**config.mk**
```make
export PLATFORM = sky130hd
export DESIGN_NAME = btn_rr_arbiter
export DESIGN_NICKNAME = d
export VERILOG_FILES = /design/src/rtl/btn_arb_pkg.sv /design/src/rtl/rr_pick.sv /design/src/rtl/btn_rr_arbiter.sv
export SDC_FILE = /design/constraint.sdc
export NUM_CORES = 1
export LEC_CHECK = 0
export CORE_MARGIN = 2
export CORE_UTILIZATION = 30
export DETAILED_ROUTE_END_ITERATION = 8
export GPL_TIMING_DRIVEN = 0
export PLACE_DENSITY = 0.58
export SETUP_SLACK_MARGIN = 0.4
export SYNTH_ARGS = -nofsm -noshare
export SYNTH_HDL_FRONTEND = slang
export SYNTH_SLANG_ARGS = --single-unit
```
**constraint.sdc**
```tcl
create_clock -name clk -period 4.4 [get_ports clk]
set_input_delay 0.88 -clock clk [delete_from_list [all_inputs] [get_ports clk]]
set_output_delay 0.88 -clock clk [all_outputs]
set_load 0.01 [all_outputs]
```
**src/rtl/btn_arb_pkg.sv**
```systemverilog
// Shared types and helpers for the 4-button round-robin / fixed-priority arbiter.
// Used by rr_pick and btn_rr_arbiter.
package btn_arb_pkg;

    localparam int N_REQ = 4;

    typedef enum logic [1:0] {
        ST_IDLE  = 2'd0,
        ST_GRANT = 2'd1,
        ST_GAP   = 2'd2
    } state_t;

    function automatic logic [N_REQ-1:0] onehot_from_idx(input logic [1:0] idx);
        onehot_from_idx = 4'b0001 << idx;
    endfunction

endpackage

```
**src/rtl/rr_pick.sv**
```systemverilog
// Combinational requester picker: round-robin from ptr, or fixed order from 0.
// valid is low when no request is pending.
module rr_pick
    import btn_arb_pkg::*;
(
    input  logic [N_REQ-1:0] req,
    input  logic [1:0]       ptr,
    input  logic             fixed,
    output logic             valid,
    output logic [1:0]       idx
);

    logic [1:0] start;

    assign start = fixed ? 2'd0 : ptr;

    // Scan four slots starting at start, wrapping mod 4; first hit wins
    always_comb begin
        valid = 1'b0;
        idx   = 2'd0;
        for (int i = 0; i < N_REQ; i++) begin
            logic [1:0] k;
            k = start + 2'(i);
            if (!valid && req[k]) begin
                valid = 1'b1;
                idx   = k;
            end
        end
    end

endmodule

```
**src/rtl/btn_rr_arbiter.sv**
```systemverilog
// 4-button / 4-LED grant controller with min/max hold and one-cycle dead time.
// Optional macro BTN_SYNC_EN adds a 2-flop synchronizer on btn.
module btn_rr_arbiter
    import btn_arb_pkg::*;
#(
    parameter int MIN_HOLD = 4,
    parameter int MAX_HOLD = 16,
    parameter int CNT_W    = 5
) (
    input  logic             clk,
    input  logic             rst_n,
    input  logic [N_REQ-1:0] btn,
    input  logic [1:0]       sw,
    output logic [N_REQ-1:0] led,
    output logic [1:0]       sel,
    output logic             busy
);

    localparam logic [CNT_W-1:0] MIN_C = CNT_W'(MIN_HOLD);
    localparam logic [CNT_W-1:0] MAX_C = CNT_W'(MAX_HOLD);

    logic [N_REQ-1:0] req;
    state_t           state_q, state_d;
    logic [CNT_W-1:0] cnt_q, cnt_d;
    logic [1:0]       ptr_q, ptr_d;
    logic [1:0]       sel_q, sel_d;
    logic [N_REQ-1:0] led_q, led_d;
    logic             pick_valid;
    logic [1:0]       pick_idx;

`ifdef BTN_SYNC_EN
    logic [N_REQ-1:0] sync1_q, sync2_q;

    // Two-stage synchronizer for the asynchronous button lines
    always_ff @(posedge clk or negedge rst_n) begin
        if (!rst_n) begin
            sync1_q <= '0;
            sync2_q <= '0;
        end else begin
            sync1_q <= btn;
            sync2_q <= sync1_q;
        end
    end

    assign req = sync2_q;
`else
    assign req = btn;
`endif

    rr_pick u_pick (
        .req   (req),
        .ptr   (ptr_q),
        .fixed (sw[0]),
        .valid (pick_valid),
        .idx   (pick_idx)
    );

    // Next-state: arbitrate in IDLE, time the grant, one dead cycle in GAP
    always_comb begin
        state_d = state_q;
        cnt_d   = cnt_q;
        ptr_d   = ptr_q;
        sel_d   = sel_q;
        unique case (state_q)
            ST_IDLE: begin
                if (pick_valid && !sw[1]) begin
                    state_d = ST_GRANT;
                    sel_d   = pick_idx;
                    cnt_d   = CNT_W'(1);
                end
            end
            ST_GRANT: begin
                if ((cnt_q >= MIN_C && !req[sel_q]) || cnt_q == MAX_C) begin
                    state_d = ST_GAP;
                    ptr_d   = sel_q + 2'd1;
                    cnt_d   = '0;
                end else if (cnt_q != MAX_C) begin
                    cnt_d = cnt_q + CNT_W'(1);
                end
            end
            ST_GAP: begin
                state_d = ST_IDLE;
            end
            default: begin
                state_d = ST_IDLE;
            end
        endcase
        led_d = (state_d == ST_GRANT) ? onehot_from_idx(sel_d) : '0;
    end

    // State and output registers
    always_ff @(posedge clk or negedge rst_n) begin
        if (!rst_n) begin
            state_q <= ST_IDLE;
            cnt_q   <= '0;
            ptr_q   <= 2'd0;
            sel_q   <= 2'd0;
            led_q   <= '0;
        end else begin
            state_q <= state_d;
            cnt_q   <= cnt_d;
            ptr_q   <= ptr_d;
            sel_q   <= sel_d;
            led_q   <= led_d;
        end
    end

    assign led  = led_q;
    assign sel  = sel_q;
    assign busy = (state_q == ST_GRANT);

endmodule
```
# Word-level counts from Yosys, hierarchy flattened
# Index checks and enable logic that the tools add are counted.
[word_totals] n_memories=0 reg_bits=15 out_inout_bits=7 romBits=0 ramBits=0 elab_cells=67 latch_bits=0 input_bits=8
[op_classes] reduce_logical=15 magnitude_cmp=6 shift=1 bitwise=0 mux=29 eq_ne=6 multipliers=0 addsub=5 n_div=0
[ops] operator="$mux 2" n=9
[ops] operator="$lt 2x3->1 const B" n=5
[ops] operator="$mux 5" n=3
[ops] operator="$bmux 1 s2" n=5
[ops] operator="$pmux 5 s2" n=1
[ops] operator="$mux 1" n=9
[ops] operator="$add 5x1->5 const B" n=1
[ops] operator="$eq 5x5->1 const B" n=1
[ops] operator="$ge 5x3->1 const B" n=1
[ops] operator="$logic_and 1x1->1" n=5
[ops] operator="$logic_not 1->1" n=5
[ops] operator="$ne 5x5->1 const B" n=1
[ops] operator="$add 2x1->2 const B" n=2
[ops] operator="$add 2x2->2 const B" n=2
[ops] operator="$eq 2x1->1 const B" n=2
[ops] operator="$mux 4" n=1
[ops] operator="$pmux 2 s2" n=1
[ops] operator="$shl 1x2->4 const A" n=1
[ops] operator="$ne 3x1->1 const B" n=1
[ops] operator="$reduce_and 3->1" n=1
[ops] operator="$logic_not 2->1" n=1
[ops] operator="$ne 2x2->1 const B" n=1
[ops] operator="$reduce_and 2->1" n=1
[ops] operator="$reduce_bool 2->1" n=1
[ops] operator="$logic_or 1x1->1" n=1

# Longest topological paths before layout
[logic_depth] ltp_word=18 mapped_depth=9 depth_no_buf=8

# Modules after synthesis
# From an unflattened synthesis, not the netlist that was laid out.
[hier_totals] cells_unflattened=106 hier_area_um2=1022.2
[by_module_without_submodules] module="btn_rr_arbiter" seq_area_each_um2=375.4 area_per_inst_um2=706.9 cells_each=62 instances=1
[by_module_without_submodules] module="rr_pick" seq_area_each_um2=0.0 area_per_inst_um2=315.3 cells_each=44 instances=1

# Least setup slack after synthesis
# OpenSTA, ideal clock, no wires.
[synth_path] kind="input to register" start="input port btn[1]" end="register led_q[0] (netlist: led[0])" n_path_buf=2 setup_ps=132 slack_ps=1933 stages=7 t_arrival_ps=2334 t_required_ps=4268 path_cell_list="clkbuf_1 > mux4_2 > o41ai_4 > or2_1 > buf_6 > nand2b_1 > o22ai_1"
[synth_via] elab_chain_cells=17 word_cells_on_any_way=36 classes_between="1 x eq/ne; 1 x shift; 24 x mux; 10 x reduce/logical"
[synth_rtl] item="from (decl)" line="btn_rr_arbiter.sv:12" text="input logic [N_REQ-1:0] btn,"
[synth_rtl] item="$bmux 1 s2" line="rr_pick.sv:24" text="if (!valid && req[k]) begin"
[synth_rtl] item="$mux 1 (implied by the code)" line="rr_pick.sv:24"
[synth_rtl] item="$mux 1" line="rr_pick.sv:24"
[synth_rtl] item="$logic_not 1->1" line="rr_pick.sv:24"
[synth_rtl] item="$logic_and 1x1->1" line="rr_pick.sv:24"
[synth_rtl] item="$mux 1" line="rr_pick.sv:24"
[synth_rtl] item="$logic_not 1->1" line="rr_pick.sv:24"
[synth_rtl] item="$logic_and 1x1->1" line="rr_pick.sv:24"
[synth_rtl] item="[... 2 more ...]"
[synth_rtl] item="$logic_and 1x1->1" line="rr_pick.sv:24"
[synth_rtl] item="$mux 1" line="rr_pick.sv:24"
[synth_rtl] item="$logic_and 1x1->1" line="btn_rr_arbiter.sv:66" text="if (pick_valid && !sw[1]) begin"
[synth_rtl] item="$mux 2" line="btn_rr_arbiter.sv:66"
[synth_rtl] item="$pmux 2 s2 or $mux 2 (tied branches)" line="btn_rr_arbiter.sv:64" text="unique case (state_q)"
[synth_rtl] item="$eq 2x1->1 or $shl 1x2->4 (tied branches)" line="btn_rr_arbiter.sv:88, btn_arb_pkg.sv:14"
[synth_rtl] item="$mux 4 *" line="btn_rr_arbiter.sv:88" text="led_d = (state_d == ST_GRANT) ? onehot_from_idx(sel_d) : '0;"
[synth_rtl] item="named net led_d[0]" line="btn_rr_arbiter.sv:27" text="logic [N_REQ-1:0] led_q, led_d;"
[synth_rtl] item="to (signal assigned)" line="btn_rr_arbiter.sv:104" text="led_q <= led_d;"
[synth_rtl] item="to (decl)" line="btn_rr_arbiter.sv:27"
# Mark *: on every way through the listed nets, which the timed path passes. The rest lies on a longest branch. The select of a mux whose other input is x is not followed.
# A chain may end at the register's enable or synchronous reset.

# Worst setup path in the final report
[layout_path] start="input port sw[0]" end="register led_q[0] (netlist: led[0])"
[layout_via] elab_chain_cells=18 word_cells_on_any_way=34 classes_between="3 x add/sub; 1 x eq/ne; 1 x shift; 22 x mux; 7 x reduce/logical"
[layout_rtl] item="from (decl)" line="btn_rr_arbiter.sv:13" text="input logic [1:0] sw,"
[layout_rtl] item="$mux 2 *" line="rr_pick.sv:15" text="assign start = fixed ? 2'd0 : ptr;"
[layout_rtl] item="parallel branches: the longest is 16 deep, another holds $add 2x1->2"
[layout_rtl] item="$mux 4 *" line="btn_rr_arbiter.sv:88"
[layout_rtl] item="named net led_d[0]" line="btn_rr_arbiter.sv:27"
# Mark *: on every way through the listed nets, which the timed path passes. The select of a mux whose other input is x is not followed.

==> out/metrics.cfg <==
[placed_design]
dpl.hpwl_um=1620
dp_cells=170
dpl_cell_area_um2=1210
io_buffers=13
gp_congestion=0.871

[critical_path]
r2r-start=ptr_q[0]$_DFFE_PN0P_
arrival_ns=3.13
r2r_end=led[0]$_DFF_PN0_
r2r_slack_ns=2.21
required_ns=4.56
r2r_cells=9
cp-start-kind=primary input
critPathCaptureType=flip-flop
critPathKind=in -> reg
path_max_fanout=8

[cells_and_area]
final_core_util_pct=37.3
syn_to_final_growth_pct=21.0
final_cell_area_um2=1230
fin_cells=174
nNetsFinal=139
antenna_cells=0
n_fill_cell=363
drive_gt1_share_pct=13.3

[synth]
yosys_most_used_dff=dfrtp_1
netlist_top_cells_area=dfrtp_1 37%, nor2_1 5.1%, mux4_2 4.4%
yosysWarnings=0
synth_fp_nets=121
synth.top_cell.area_share_pct=36.8
yosysUniqueCellTypes=37
synth.avg_cell_area_um2=9.20
yosys.area.top_type=dfrtp_1
netlist_instances=111
synth_common_cells=15 x dfrtp_1, 14 x nor2_1, 8 x a21oi_1, 8 x nand2_1, 6 x o21ai_0
synth_edf_count=0
synth.most_common_cell=dfrtp_1
postSynth.asyncResetShare_pct=100
syn_area_um2=1020
ys_seq_elements=15
seq_area_frac_synth_pct=36.8

[timing]
tightest_slew_ns=0.666
rsz0062_at_grt=no
fin_setup_tns_ns=0
fmax_ghz=0.336
finalHoldViolCount=0
period_minus_slack_ns=2.97
fin_worst_skew_ns=0.00395
max-slew-margin-rel_pct=55.5
setup_viol=0
finalMaxSlewViolations=0
fin_crit_sh_pct=67.6

[clock_network]
clkLatencyLatePin_ns=0.28
cts_buffer_depth=2
cts_setup_buffers=0
numCtsBuffers=3
cts-resized-gates=0
path_clk_slew_ns=0.08
cts.sinks=15
ctsHoldBuffers=0
root_buffer=clkbuf_4
h-tree-depth=1
cts_tree=yes

[pwr]
power_uw=740
p_leak_uw=0.000521
ir_drop_mv=0.266
pwr_density_cell_nw_per_um2=599

[die]
dieArea_um2=3890
io_pins=15
dieWidth_um=62.3
die_h_um=62.3
start_util_pct=30.8
core_area_um2=3310
rows=21

[detailed_routing]
viasPerCell=5.07
drt_iter0_markers=62
wl_um=2160
first_pass_iters=4
antenna_left=0
wl_per_cell_um=12.4
drc=0
dr_total_vias=883

[grt]
grt_first_pass_wirelength_um=3880
grt_max_degree=16
grt-ovfl-total=0
antenna_found_initial=0
grt_pass1_vias=855
grt.total_usage_pct=12.1

[hold_path]
hold_start=cnt_q[4]$_DFFE_PN0P_
hold_depth=2
hold_path.class=reg -> reg
min_to=cnt_q[4]$_DFFE_PN0P_

[flow_run]
cap_violations=0

[outcome]
outcome=finished clean

## through the flow
stage | hold slack (ns) | setup slack [ns]
CTS | 0.564 | 1.44
global route | 0.602 | 1.32
floorplan | 0.511 | 1.93
finish | 0.559 | 1.43
global placement | 0.552 | 1.13
detailed placement | 0.546 | 1.14
## logic make-up after synthesis
kind of cell | count (synthesis) | synth area share [%]
and+or+nand+nor | 41 | 21.3
AOI/OAI and AO/OA | 31 | 21.8
xor gates and xnor gates | 4 | 3.43
buffers and inverters | 12 | 5.76
adders and majority gates | 2 | 2.45
DFF | 15 | 36.8
muxes | 6 | 8.46
## registers in the layout, indices dropped and copies added, names as in the netlist
name and flops:
ptr_q 2, led 4, cnt_q 5, sel 2
state_q 2
## layout make-up
| cell class | instances | area [µm²] | share of cell area (%) |
|---|---|---|---|
| plain buffers | 6 | 36.3 | 2.94 |
| clock buffers | 4 | 26.3 | 2.13 |
| inverters | 6 | 22.5 | 1.82 |
| multi-input cells | 84 | 587 | 47.5 |
| flip-flops and latches | 15 | 375 | 30.4 |
| well taps | 46 | 57.6 | 4.66 |
| repair buffers | 13 | 130 | 10.5 |
## routing by layer
metal / up-vias / track usage, % / part of all wire, %
met3: 5 / 1.63 / 2.8
li1: 427 / - / -
met5: - / 0 / 0
met4: 0 / 5.28 / 1.7
met2: 17 / 20.7 / 49
met1: 434 / 15.4 / 47
## how the worst max path moves through the flow
stage           start                to  slack (ns)
6_report        sw[0]  led[0]$_DFF_PN0_        1.43
5_1_grt         sw[0]  led[2]$_DFF_PN0_        1.32
4_1_cts         sw[0]  led[0]$_DFF_PN0_        1.44
3_5_place_dp    sw[0]  led[0]$_DFF_PN0_        1.14
3_3_place_gp    sw[0]  led[0]$_DFF_PN0_        1.13
2_1_floorplan  btn[1]  led[0]$_DFF_PN0_        1.93
## layout by cell type (no fill, tap or decap), types with 2 or more instances in the layout
master | synthesis | layout
o21ai_0 | 6 | 6
clkdlybuf4s50_1 | 0 | 13
clkbuf_1 | 2 | 3
o2bb2ai_1 | 2 | 2
dfrtp_1 | 15 | 15
o21a_1 | 2 | 2
clkbuf_4 | 0 | 3
nor3_1 | 2 | 2
nand2b_1 | 5 | 5
nand3b_1 | 3 | 3
buf_2 | 2 | 2
a21boi_0 | 2 | 2
o22ai_1 | 5 | 5
mux4_2 | 2 | 2
xnor2_1 | 4 | 4
ha_1 | 2 | 2
a21oi_1 | 8 | 8
nand2_1 | 8 | 8
nand3_1 | 2 | 2
inv_1 | 5 | 5
mux2i_1 | 3 | 3
nor2_1 | 14 | 14
## critical path, cell delays in order
cell             delay (ns)
clkdlybuf4s50_1        0.60
nand2b_4               0.20
mux4_2                 0.55
o41ai_4                0.41
or2_1                  0.17
buf_6                  0.12
nand2b_1               0.12
o22ai_1                0.08
## where the power goes
group / internal, µW / switching, µW
Clock: 35.2 / 41.5
Sequential: 194 / 37.0
Combinational: 202 / 230
Total: 431 / 309
(Power assumes the default switching activity.)
